==> src/rtl/transport_rx.sv <==
// Receive-side transport stage: parses fixed-size packets from the link
// byte stream into control-word and audio-sample strobes.
module transport_rx #(
  parameter int PACKET_BYTES = 16,
  parameter int CNT_W        = 16
) (
  input  logic             clk,
  input  logic             reset,
  input  logic [7:0]       byte_in,
  input  logic             byte_valid,
  input  logic             sop,
  output logic [15:0]      ctrl_word,
  output logic             ctrl_valid,
  output logic [15:0]      audio_sample,
  output logic             audio_valid,
  output logic             pkt_done,
  output logic [1:0]       pkt_type,
  output logic             bad_hdr,
  output logic             short_pkt,
  output logic             busy,
  output logic [CNT_W-1:0] pkt_count
);

  localparam int IDX_W    = $clog2(PACKET_BYTES);
  localparam int SAMP_END = 2 * ((PACKET_BYTES - 1) / 2);
  localparam logic [IDX_W-1:0] LAST = IDX_W'(PACKET_BYTES - 1);
  localparam logic [IDX_W-1:0] ONE  = IDX_W'(1);
  localparam logic [IDX_W-1:0] TWO  = IDX_W'(2);

  typedef enum logic [1:0] {
    IDLE,
    CTRL,
    AUDIO,
    DROP
  } state_t;

  state_t           state_q, state_d;
  logic [IDX_W-1:0] idx_q, idx_d;
  logic [7:0]       hi_q, hi_d;
  logic [15:0]      ctrl_word_q, ctrl_word_d;
  logic             ctrl_valid_q, ctrl_valid_d;
  logic [15:0]      audio_sample_q, audio_sample_d;
  logic             audio_valid_q, audio_valid_d;
  logic             pkt_done_q, pkt_done_d;
  logic [1:0]       pkt_type_q, pkt_type_d;
  logic             bad_hdr_q, bad_hdr_d;
  logic             short_pkt_q, short_pkt_d;
  logic [CNT_W-1:0] pkt_count_q, pkt_count_d;

  logic hdr_ctrl;
  logic hdr_audio;

  assign hdr_ctrl  = (byte_in[7:6] == 2'b01);
  assign hdr_audio = (byte_in[7:6] == 2'b10);

  always_comb begin
    state_d        = state_q;
    idx_d          = idx_q;
    hi_d           = hi_q;
    ctrl_word_d    = ctrl_word_q;
    ctrl_valid_d   = 1'b0;
    audio_sample_d = audio_sample_q;
    audio_valid_d  = 1'b0;
    pkt_done_d     = 1'b0;
    pkt_type_d     = pkt_type_q;
    bad_hdr_d      = 1'b0;
    short_pkt_d    = 1'b0;
    pkt_count_d    = pkt_count_q;

    if (byte_valid) begin
      if (sop) begin
        // A header always restarts parsing, aborting any open packet
        short_pkt_d = (state_q != IDLE);
        idx_d       = ONE;
        hi_d        = '0;
        unique case (1'b1)
          hdr_ctrl:  state_d = CTRL;
          hdr_audio: state_d = AUDIO;
          default: begin
            state_d   = DROP;
            bad_hdr_d = 1'b1;
          end
        endcase
      end else begin
        unique case (state_q)
          CTRL: begin
            if (idx_q == ONE) begin
              hi_d = byte_in;
            end
            if (idx_q == TWO) begin
              ctrl_word_d  = {hi_q, byte_in};
              ctrl_valid_d = 1'b1;
            end
          end
          AUDIO: begin
            if (idx_q[0]) begin
              hi_d = byte_in;
            end else if (int'(idx_q) <= SAMP_END) begin
              audio_sample_d = {hi_q, byte_in};
              audio_valid_d  = 1'b1;
            end
          end
          default: ;
        endcase

        if (state_q != IDLE) begin
          if (idx_q == LAST) begin
            state_d = IDLE;
            idx_d   = '0;
            if (state_q != DROP) begin
              pkt_done_d  = 1'b1;
              pkt_type_d  = (state_q == CTRL) ? 2'b01 : 2'b10;
              pkt_count_d = pkt_count_q + 1'b1;
            end
          end else begin
            idx_d = idx_q + 1'b1;
          end
        end
      end
    end
  end

  always_ff @(posedge clk) begin
    if (reset) begin
      state_q        <= IDLE;
      idx_q          <= '0;
      hi_q           <= '0;
      ctrl_word_q    <= '0;
      ctrl_valid_q   <= 1'b0;
      audio_sample_q <= '0;
      audio_valid_q  <= 1'b0;
      pkt_done_q     <= 1'b0;
      pkt_type_q     <= '0;
      bad_hdr_q      <= 1'b0;
      short_pkt_q    <= 1'b0;
      pkt_count_q    <= '0;
    end else begin
      state_q        <= state_d;
      idx_q          <= idx_d;
      hi_q           <= hi_d;
      ctrl_word_q    <= ctrl_word_d;
      ctrl_valid_q   <= ctrl_valid_d;
      audio_sample_q <= audio_sample_d;
      audio_valid_q  <= audio_valid_d;
      pkt_done_q     <= pkt_done_d;
      pkt_type_q     <= pkt_type_d;
      bad_hdr_q      <= bad_hdr_d;
      short_pkt_q    <= short_pkt_d;
      pkt_count_q    <= pkt_count_d;
    end
  end

  assign ctrl_word    = ctrl_word_q;
  assign ctrl_valid   = ctrl_valid_q;
  assign audio_sample = audio_sample_q;
  assign audio_valid  = audio_valid_q;
  assign pkt_done     = pkt_done_q;
  assign pkt_type     = pkt_type_q;
  assign bad_hdr      = bad_hdr_q;
  assign short_pkt    = short_pkt_q;
  assign busy         = (state_q != IDLE);
  assign pkt_count    = pkt_count_q;

endmodule
==> config.mk <==
export PLATFORM = sky130hd
export DESIGN_NAME = transport_rx
export DESIGN_NICKNAME = d
export VERILOG_FILES = /design/src/rtl/transport_rx.sv
export SDC_FILE = /design/constraint.sdc
export NUM_CORES = 1
export LEC_CHECK = 0
export BUFFER_PORTS_ARGS = -buffer_cell sky130_fd_sc_hd__buf_2
export CAP_MARGIN = 20
export CORE_MARGIN = 2
export CORE_UTILIZATION = 55
export CTS_BUF_LIST = sky130_fd_sc_hd__clkbuf_16
export DETAILED_ROUTE_END_ITERATION = 16
export GPL_ROUTABILITY_DRIVEN = 1
export PLACE_DENSITY = 0.82
export RECOVER_POWER = 50
export SYNTH_ARGS = -nofsm -noshare
export SYNTH_HDL_FRONTEND = slang
export SYNTH_SLANG_ARGS = --single-unit
==> constraint.sdc <==
create_clock -name clk -period 4.2 [get_ports clk]
set_clock_uncertainty 0.1 [all_clocks]
set_input_delay 0.42 -clock clk [delete_from_list [all_inputs] [get_ports clk]]
set_output_delay 0.42 -clock clk [all_outputs]
set_load 0.005 [all_outputs]
==> flow_summary.ini, run 1 <==
[status]
status = complete, but fails checks
violations = max-capacitance violations, max-slew violations

[yosys]
synth_area_leaders = dfxtp_1 48%, mux2i_1 12%, nor2_1 5.5%
ys_seq_elements = 69
synth_top_area_share_pct = 48.3
netlist_area_sq_um = 2860
synth.largest_area_cell = dfxtp_1
synth.net_count = 325
avgSynthCellArea_sq_um = 9.32
synth.distinct_cells = 32
synth_async_sr_flop_share_pct = 0
syn_inst = 307
synth_edf_count = 0
ys_seq_area_share_pct = 48.3
synth_warnings = 0
synth_ff_type = dfxtp_1

[power_and_ir_drop]
power.total_mw = 1.54
power.density_nw_per_um2 = 440
vdd_drop_max_v = 0.000257
p_leak_nw = 1.32

[detailed_routing]
detail_route.wl_per_cell_um = 14.0
first_pass_iters = 4
drtIter0Drc = 135
viasPerCell = 5.56
ant_nets = 0
post-route-drc-count = 0
vias = 2458
finalWirelength_um = 6200

[clock_network]
tritoncts = yes
root_buffer = clkbuf_16
post_cts_resize_count = 0
numCtsBuffers = 9
cts.sinks = 69
cts_hold_buf = 0
htreeDepth = 3
cts_setup_buffers = 0
cts.reportedPaths.clkPinSlew_ns = 0.06
clockBufferDepth = 2
clk_latency_ns = 0.32

[global_route]
grt_max_degree = 46
overflow = 0
grt_pass1_wl_um = 10300
grt_pass1_vias = 2141
track_usage_pct = 21.9
antenna_found_initial = 0

[setup_path]
startpoint_type = register
critPathMaxFanout = 17
arrival_ns = 2.68
required_ns = 4.33
end_kind = register
timing_worst_setup_path_type = reg -> reg

[sta]
timing.final.hold_violations = 0
max_slew_margin_pct = -22.3
slew_violations = 46
rsz0062_at_grt = false
holdWs_ns = 0.288
timing.final.ws_setup_ns = 1.65
fin_tns_setup_ns = 0
setup_viol = 0
worst_pin_slew_ns = 1.84
fmax_mhz = 392
min_period_over_period_pct = 60.7
fin_crit_ns = 2.55

[floorplanning]
initial_core_util_pct = 56.4
die_area_sq_um = 5800
die_x_um = 76.1
ios = 68
die_y_um = 76.1
fp-row-count = 26
coreArea_sq_um = 5070

[placement]
place_area_sq_um = 3210
io_buffers = 67
post-place-ws_ns = 1.58
dpl.cell_count = 426
hpwl_um = 4170
gp_congestion = 0.818

[final_layout]
layoutNonFillerInstCount = 442
mostFrequentLayoutCell = dfxtp_1
n_antenna_cell = 0
postLayoutCellArea_sq_um = 3500
postLayoutCoreUtil_pct = 69.0
final_cell_mix = 69 x dfxtp_1, 43 x buf_2, 42 x nor2_1
area_delta_synth_final_pct = 22.2
num-nets-final = 385
final_layout_size_suffix_gt1_share_pct = 16.9

[job]
drv_cap = 1

[hold_path]
min-delay-path-class = in -> reg
state kept, by name, summed over array words and instances (netlist names):
name,cells
bad_hdr,1
audio_valid,1
pkt_count,16
state_q,2
ctrl_word,16
hi_q,8
short_pkt,1
ctrl_valid,1
audio_sample,16
pkt_type,2
idx_q,4
pkt_done,1
kinds of logic after synthesis:
kind of cell | share of synthesized area [%]
flip-flops | 48.3
adder cells (fa/ha/maj) | 2.62
multiplexers | 11.5
XOR/XNOR | 0.918
buffers and inverters | 4.11
AND/OR/NAND/NOR | 20.5
AO/OA/AOI/OAI | 12.0
where the power goes:
part	leakage [nW]	switching (mW)	total, mW	internal, mW
clock	0.156	0.292	0.814	0.523
sequential	0.557	0.00728	0.668	0.661
combinational	0.608	0.0387	0.0578	0.0191
cell usage after synthesis (5+ instances only):
cell type,n
mux2i_1,33
nand2_1,9
clkbuf_1,12
inv_1,8
ha_1,6
a21oi_1,29
nand4_1,5
or4_1,10
nand4b_1,8
or3_1,6
dfxtp_1,69
nand3_1,8
nor2_1,42
o31ai_1,7
o21ai_0,20
path summary, 6_finish.rpt:
kind	from	endpoint	slack [ns]	depth (start not counted)
setup reg to reg	idx_q[0]	pkt_count[13]	1.65	5
hold / removal	byte_in[1]	audio_sample[1]	0.29	3
hold reg to reg	pkt_type[1]	pkt_type[1]	0.37	2
setup / recovery	idx_q[0]	pkt_count[13]	1.65	5
routing by layer:
layer / share of wire, % / GRT usage (%) / vias up
met3: 4.9 / 4.98 / 6
li1: - / - / 1224
met1: 48 / 29.3 / 1154
met4: 0.98 / 9.82 / 0
met5: 0 / 0 / -
met2: 46 / 34.0 / 74
final cells by class:
cell class,count,area (sq um)
Fill cell,421,1580
Tap cell,70,87.6
Timing Repair Buffer,68,313
Sequential cell,69,1380
Clock buffer,9,225
Inverter,8,30.0
Clock inverter,7,98.8
Multi-Input combinational cell,211,1360
critical path, cell delays in order (launching register included):
cell and delay, ns:
dfxtp_1 0.48, ha_1 0.26, and3_1 0.32, nand3_1 0.49
or4_1 0.66, a21oi_1 0.15
Note: power is estimated with default switching activity, not from simulation.
==> run 2: changes to the inputs <==
Settings changed: CORE_UTILIZATION 55 to 53, PLACE_DENSITY 0.82 to 0.79.
Clock period 4.2 ns to 2.6 ns, I/O delays scaled along.
==> run 2 against run 1 <==
The flow still finishes with violations (max-capacitance violations, max-slew violations). First-iteration DRC count down 36%. Wire length up 2.2%. Critical endpoint is now pkt_count[14]. Sequential power up 62%.
==> flow_summary.ini, run 2 (synthesis results as in run 1) <==
[status]
status = complete, but fails checks
violations = max-capacitance violations, max-slew violations

[floorplanning]
coreArea_sq_um = 5170
die_y_um = 77.5
ios = 68
fp-row-count = 26
die_x_um = 77.5
initial_core_util_pct = 55.3
die_area_sq_um = 6010

[detailed_routing]
detail_route.wl_per_cell_um = 14.3
drtIter0Drc = 86
post-route-drc-count = 0
first_pass_iters = 4
ant_nets = 0
finalWirelength_um = 6340
vias = 2460
viasPerCell = 5.54

[setup_path]
critPathMaxFanout = 17
arrival_ns = 2.50
rr_worst_depth = 5
timing_worst_setup_path_type = reg -> reg
required_ns = 2.76
startpoint_type = register
end_kind = register

[global_route]
antenna_found_initial = 0
grt_pass1_vias = 2385
overflow = 0
grt_max_degree = 46
grt_pass1_wl_um = 10900
track_usage_pct = 22.7

[final_layout]
seq_area_sq_um = 1380
final_cell_mix = 69 x dfxtp_1, 45 x buf_2, 42 x nor2_1
fillerInstances = 426
multiInputGateArea_sq_um = 1370
final_layout_size_suffix_gt1_share_pct = 16.8
mostFrequentLayoutCell = dfxtp_1
area_delta_synth_final_pct = 21.5
num-nets-final = 388
n_antenna_cell = 0

[sta]
worst_pin_slew_ns = 1.86
timing.final.hold_violations = 0
timing.final.ws_setup_ns = 0.262
slew_violations = 46
rsz0062_at_grt = false
fmax_mhz = 428
fin_tns_setup_ns = 0
min_period_over_period_pct = 89.9
fin_crit_ns = 2.34
setup_viol = 0
max_slew_margin_pct = -23.9

[clock_network]
tritoncts = yes
root_buffer = clkbuf_16
post_cts_resize_count = 0
htreeDepth = 3
numCtsBuffers = 9
cts_hold_buf = 0
clk_latency_ns = 0.33
cts.sinks = 69
cts.reportedPaths.clkPinSlew_ns = 0.05
cts_setup_buffers = 0
clockBufferDepth = 2

[placement]
gp_congestion = 0.795
post-place-ws_ns = 0.118
io_buffers = 67
hpwl_um = 4270

[power_and_ir_drop]
vdd_drop_max_v = 0.000486
p_leak_nw = 1.33
power.density_nw_per_um2 = 664

[job]
drv_cap = 1

[hold_path]
min_path_cells = 3
min-delay-path-class = in -> reg
-- run 2: worst max-delay path: stages (launching register included) --
cell     delay (ns)
dfxtp_1        0.48
ha_1           0.27
and3_1         0.33
nand3_2        0.34
or4_1          0.60
a21oi_1        0.15
-- run 2: power by group --
group / leakage, nW / internal (mW) / switching, mW
Combinational: 0.632 / 0.0331 / 0.0649
Clock: 0.144 / 0.718 / 0.412
Sequential: 0.557 / 1.07 / 0.0117
-- run 2: per-stage QoR --
| step | instance area [sq um] | total power, mW | util, % | hold WS (ns) | cells |
|---|---|---|---|---|---|
| after detailed placement | 3230 | 1.20 | 62.4 | 0.374 | 429 |
| after floorplan | 2860 | 1.16 | - | 0.307 | 307 |
| final | 3480 | 2.31 | 67.3 | 0.112 | 444 |
| after CTS | 3500 | 2.32 | 67.7 | 0.108 | 444 |
| after global placement | 3230 | 1.20 | 62.4 | 0.358 | 429 |
| after global routing | 3480 | 2.38 | 67.3 | 0.126 | 444 |
-- run 2: final timing paths --
path,start,endpoint,slack (ns)
worst max-delay path,idx_q[0],pkt_count[14],0.26
worst min-delay path,byte_in[3],ctrl_word[3],0.11
worst min register to register,pkt_count[15],pkt_count[15],0.38
worst max register to register,idx_q[0],pkt_count[14],0.26
-- run 2: layer usage --
metal | track usage [%] | part of all wire (%) | vias up
li1 | - | - | 1236
met2 | 35.8 | 47 | 66
met5 | 0 | 0 | -
met1 | 28.2 | 46 | 1149
met3 | 7.67 | 6.0 | 9
met4 | 9.64 | 1.5 | 0
-- run 2: area by class of cell --
type	count	share of cell area (%)
Tap cell	70	2.52
Clock inverter	6	1.40
Clock buffer	9	6.47
Multi-Input combinational cell	211	39.3
Timing Repair Buffer	71	9.71
Inverter	8	0.863
Sequential cell	69	39.7
==> run 3: changes to the inputs <==
Clock period 2.6 ns to 2.2 ns, I/O delays scaled along.
==> run 3 against run 2 <==
The flow still finishes with violations (max-capacitance violations, max-slew violations). Flip-flop and latch count did not move. Largest cell class unchanged. Total power increased by 27%. Sequential power up 18%. Design area rose by 2.4%. Sequential share of layout area down 0.92 points. Wire length up 3.5%. Non-clock buffer count increased by 5.
==> flow_summary.ini, run 3 (synthesis results as in run 1) <==
[final_layout]
fillerInstances = 410
area_delta_synth_final_pct = 24.4
final_layout_size_suffix_gt1_share_pct = 18.4
num-nets-final = 393
n_antenna_cell = 0
mostFrequentLayoutCell = dfxtp_1
postLayoutCoreUtil_pct = 68.9
final_cell_mix = 69 x dfxtp_1, 44 x buf_2, 42 x nor2_1

[sta]
timing.final.ws_setup_ns = 0.192
fmax_mhz = 498
timing.final.hold_violations = 0
setup_viol = 0
rsz0062_at_grt = false
min_period_over_period_pct = 91.3
worst_pin_slew_ns = 1.50
fin_tns_setup_ns = 0
slew_violations = 36
fin_crit_ns = 2.01
max_slew_margin_pct = -0.200

[floorplanning]
initial_core_util_pct = 55.3
ios = 68
fp-row-count = 26
die_y_um = 77.5
die_x_um = 77.5
die_area_sq_um = 6010
coreArea_sq_um = 5170

[global_route]
grt_pass1_vias = 2282
grt_pass1_wl_um = 11000
grt_max_degree = 37
track_usage_pct = 22.9
antenna_found_initial = 0
overflow = 0

[placement]
io_buffers = 67
hpwl_um = 4340
gp_congestion = 0.774
post-place-ws_ns = 0.217

[power_and_ir_drop]
vdd_drop_max_v = 0.000607
power.total_mw = 2.92
p_leak_nw = 1.37
power.density_nw_per_um2 = 821

[setup_path]
timing_worst_setup_path_type = reg -> reg
startpoint_type = register
end_kind = register
required_ns = 2.34
rr_worst_depth = 6
arrival_ns = 2.14
critPathMaxFanout = 7

[clock_network]
cts.reportedPaths.clkPinSlew_ns = 0.06
clk_latency_ns = 0.33
post_cts_resize_count = 0
cts_setup_buffers = 0
htreeDepth = 3
clockBufferDepth = 2
cts.sinks = 69
tritoncts = yes
numCtsBuffers = 9
cts_hold_buf = 0
root_buffer = clkbuf_16

[detailed_routing]
detail_route.wl_per_cell_um = 14.6
drtIter0Drc = 138
post-route-drc-count = 0
finalWirelength_um = 6560
vias = 2501
ant_nets = 0
viasPerCell = 5.56
first_pass_iters = 4

[hold_path]
min-delay-path-class = in -> reg
min_path_cells = 3

[job]
drv_cap = 1

[status]
violations = max-capacitance violations, max-slew violations
status = complete, but fails checks
==> run 3: path summary, 6_finish.rpt <==
kind	start	endpoint	slack, ns
max	idx_q[1]	pkt_count[4]	0.19
min	byte_in[2]	audio_sample[2]	0.08
max reg2reg	idx_q[1]	pkt_count[4]	0.19
min reg2reg	pkt_type[1]	pkt_type[1]	0.37
==> run 3: critical path: stages (launching register included) <==
cell and delay, ns:
dfxtp_1 0.41, ha_1 0.24, and3_1 0.20, buf_4 0.15, nand4_1 0.25, or3_1 0.41
a21oi_1 0.17
==> run 3: through the flow <==
step	area, sq um	hold WS, ns	instances
floorplan	2860	0.267	307
global placement	3280	0.353	434
detailed placement	3280	0.365	434
CTS	3590	0.0736	450
global route	3560	0.0971	450
finish	3560	0.0794	450
==> run 3: cell type report <==
cell class | count | area [sq um] | share of cell area (%)
Multi-Input combinational cell | 211 | 1360 | 38.3
Tap cell | 70 | 87.6 | 2.46
Sequential cell | 69 | 1380 | 38.8
Timing Repair Buffer | 76 | 384 | 10.8
Inverter | 8 | 30.0 | 0.843
Clock buffer | 9 | 225 | 6.32
Clock inverter | 7 | 90.1 | 2.53
==> run 3: power breakdown <==
part	total (mW)	internal [mW]	switching, mW
sequential	1.27	1.26	0.0115
clock	1.53	0.986	0.544
combinational	0.121	0.0417	0.0794
==> run 3: metal layers <==
metal	vias to the layer above	GRT usage [%]	wire [um]
met3	12	4.88	298
met2	66	36.6	3060
met4	0	11.1	132
li1	1243	-	-
met5	-	0	0
met1	1180	29.5	3070
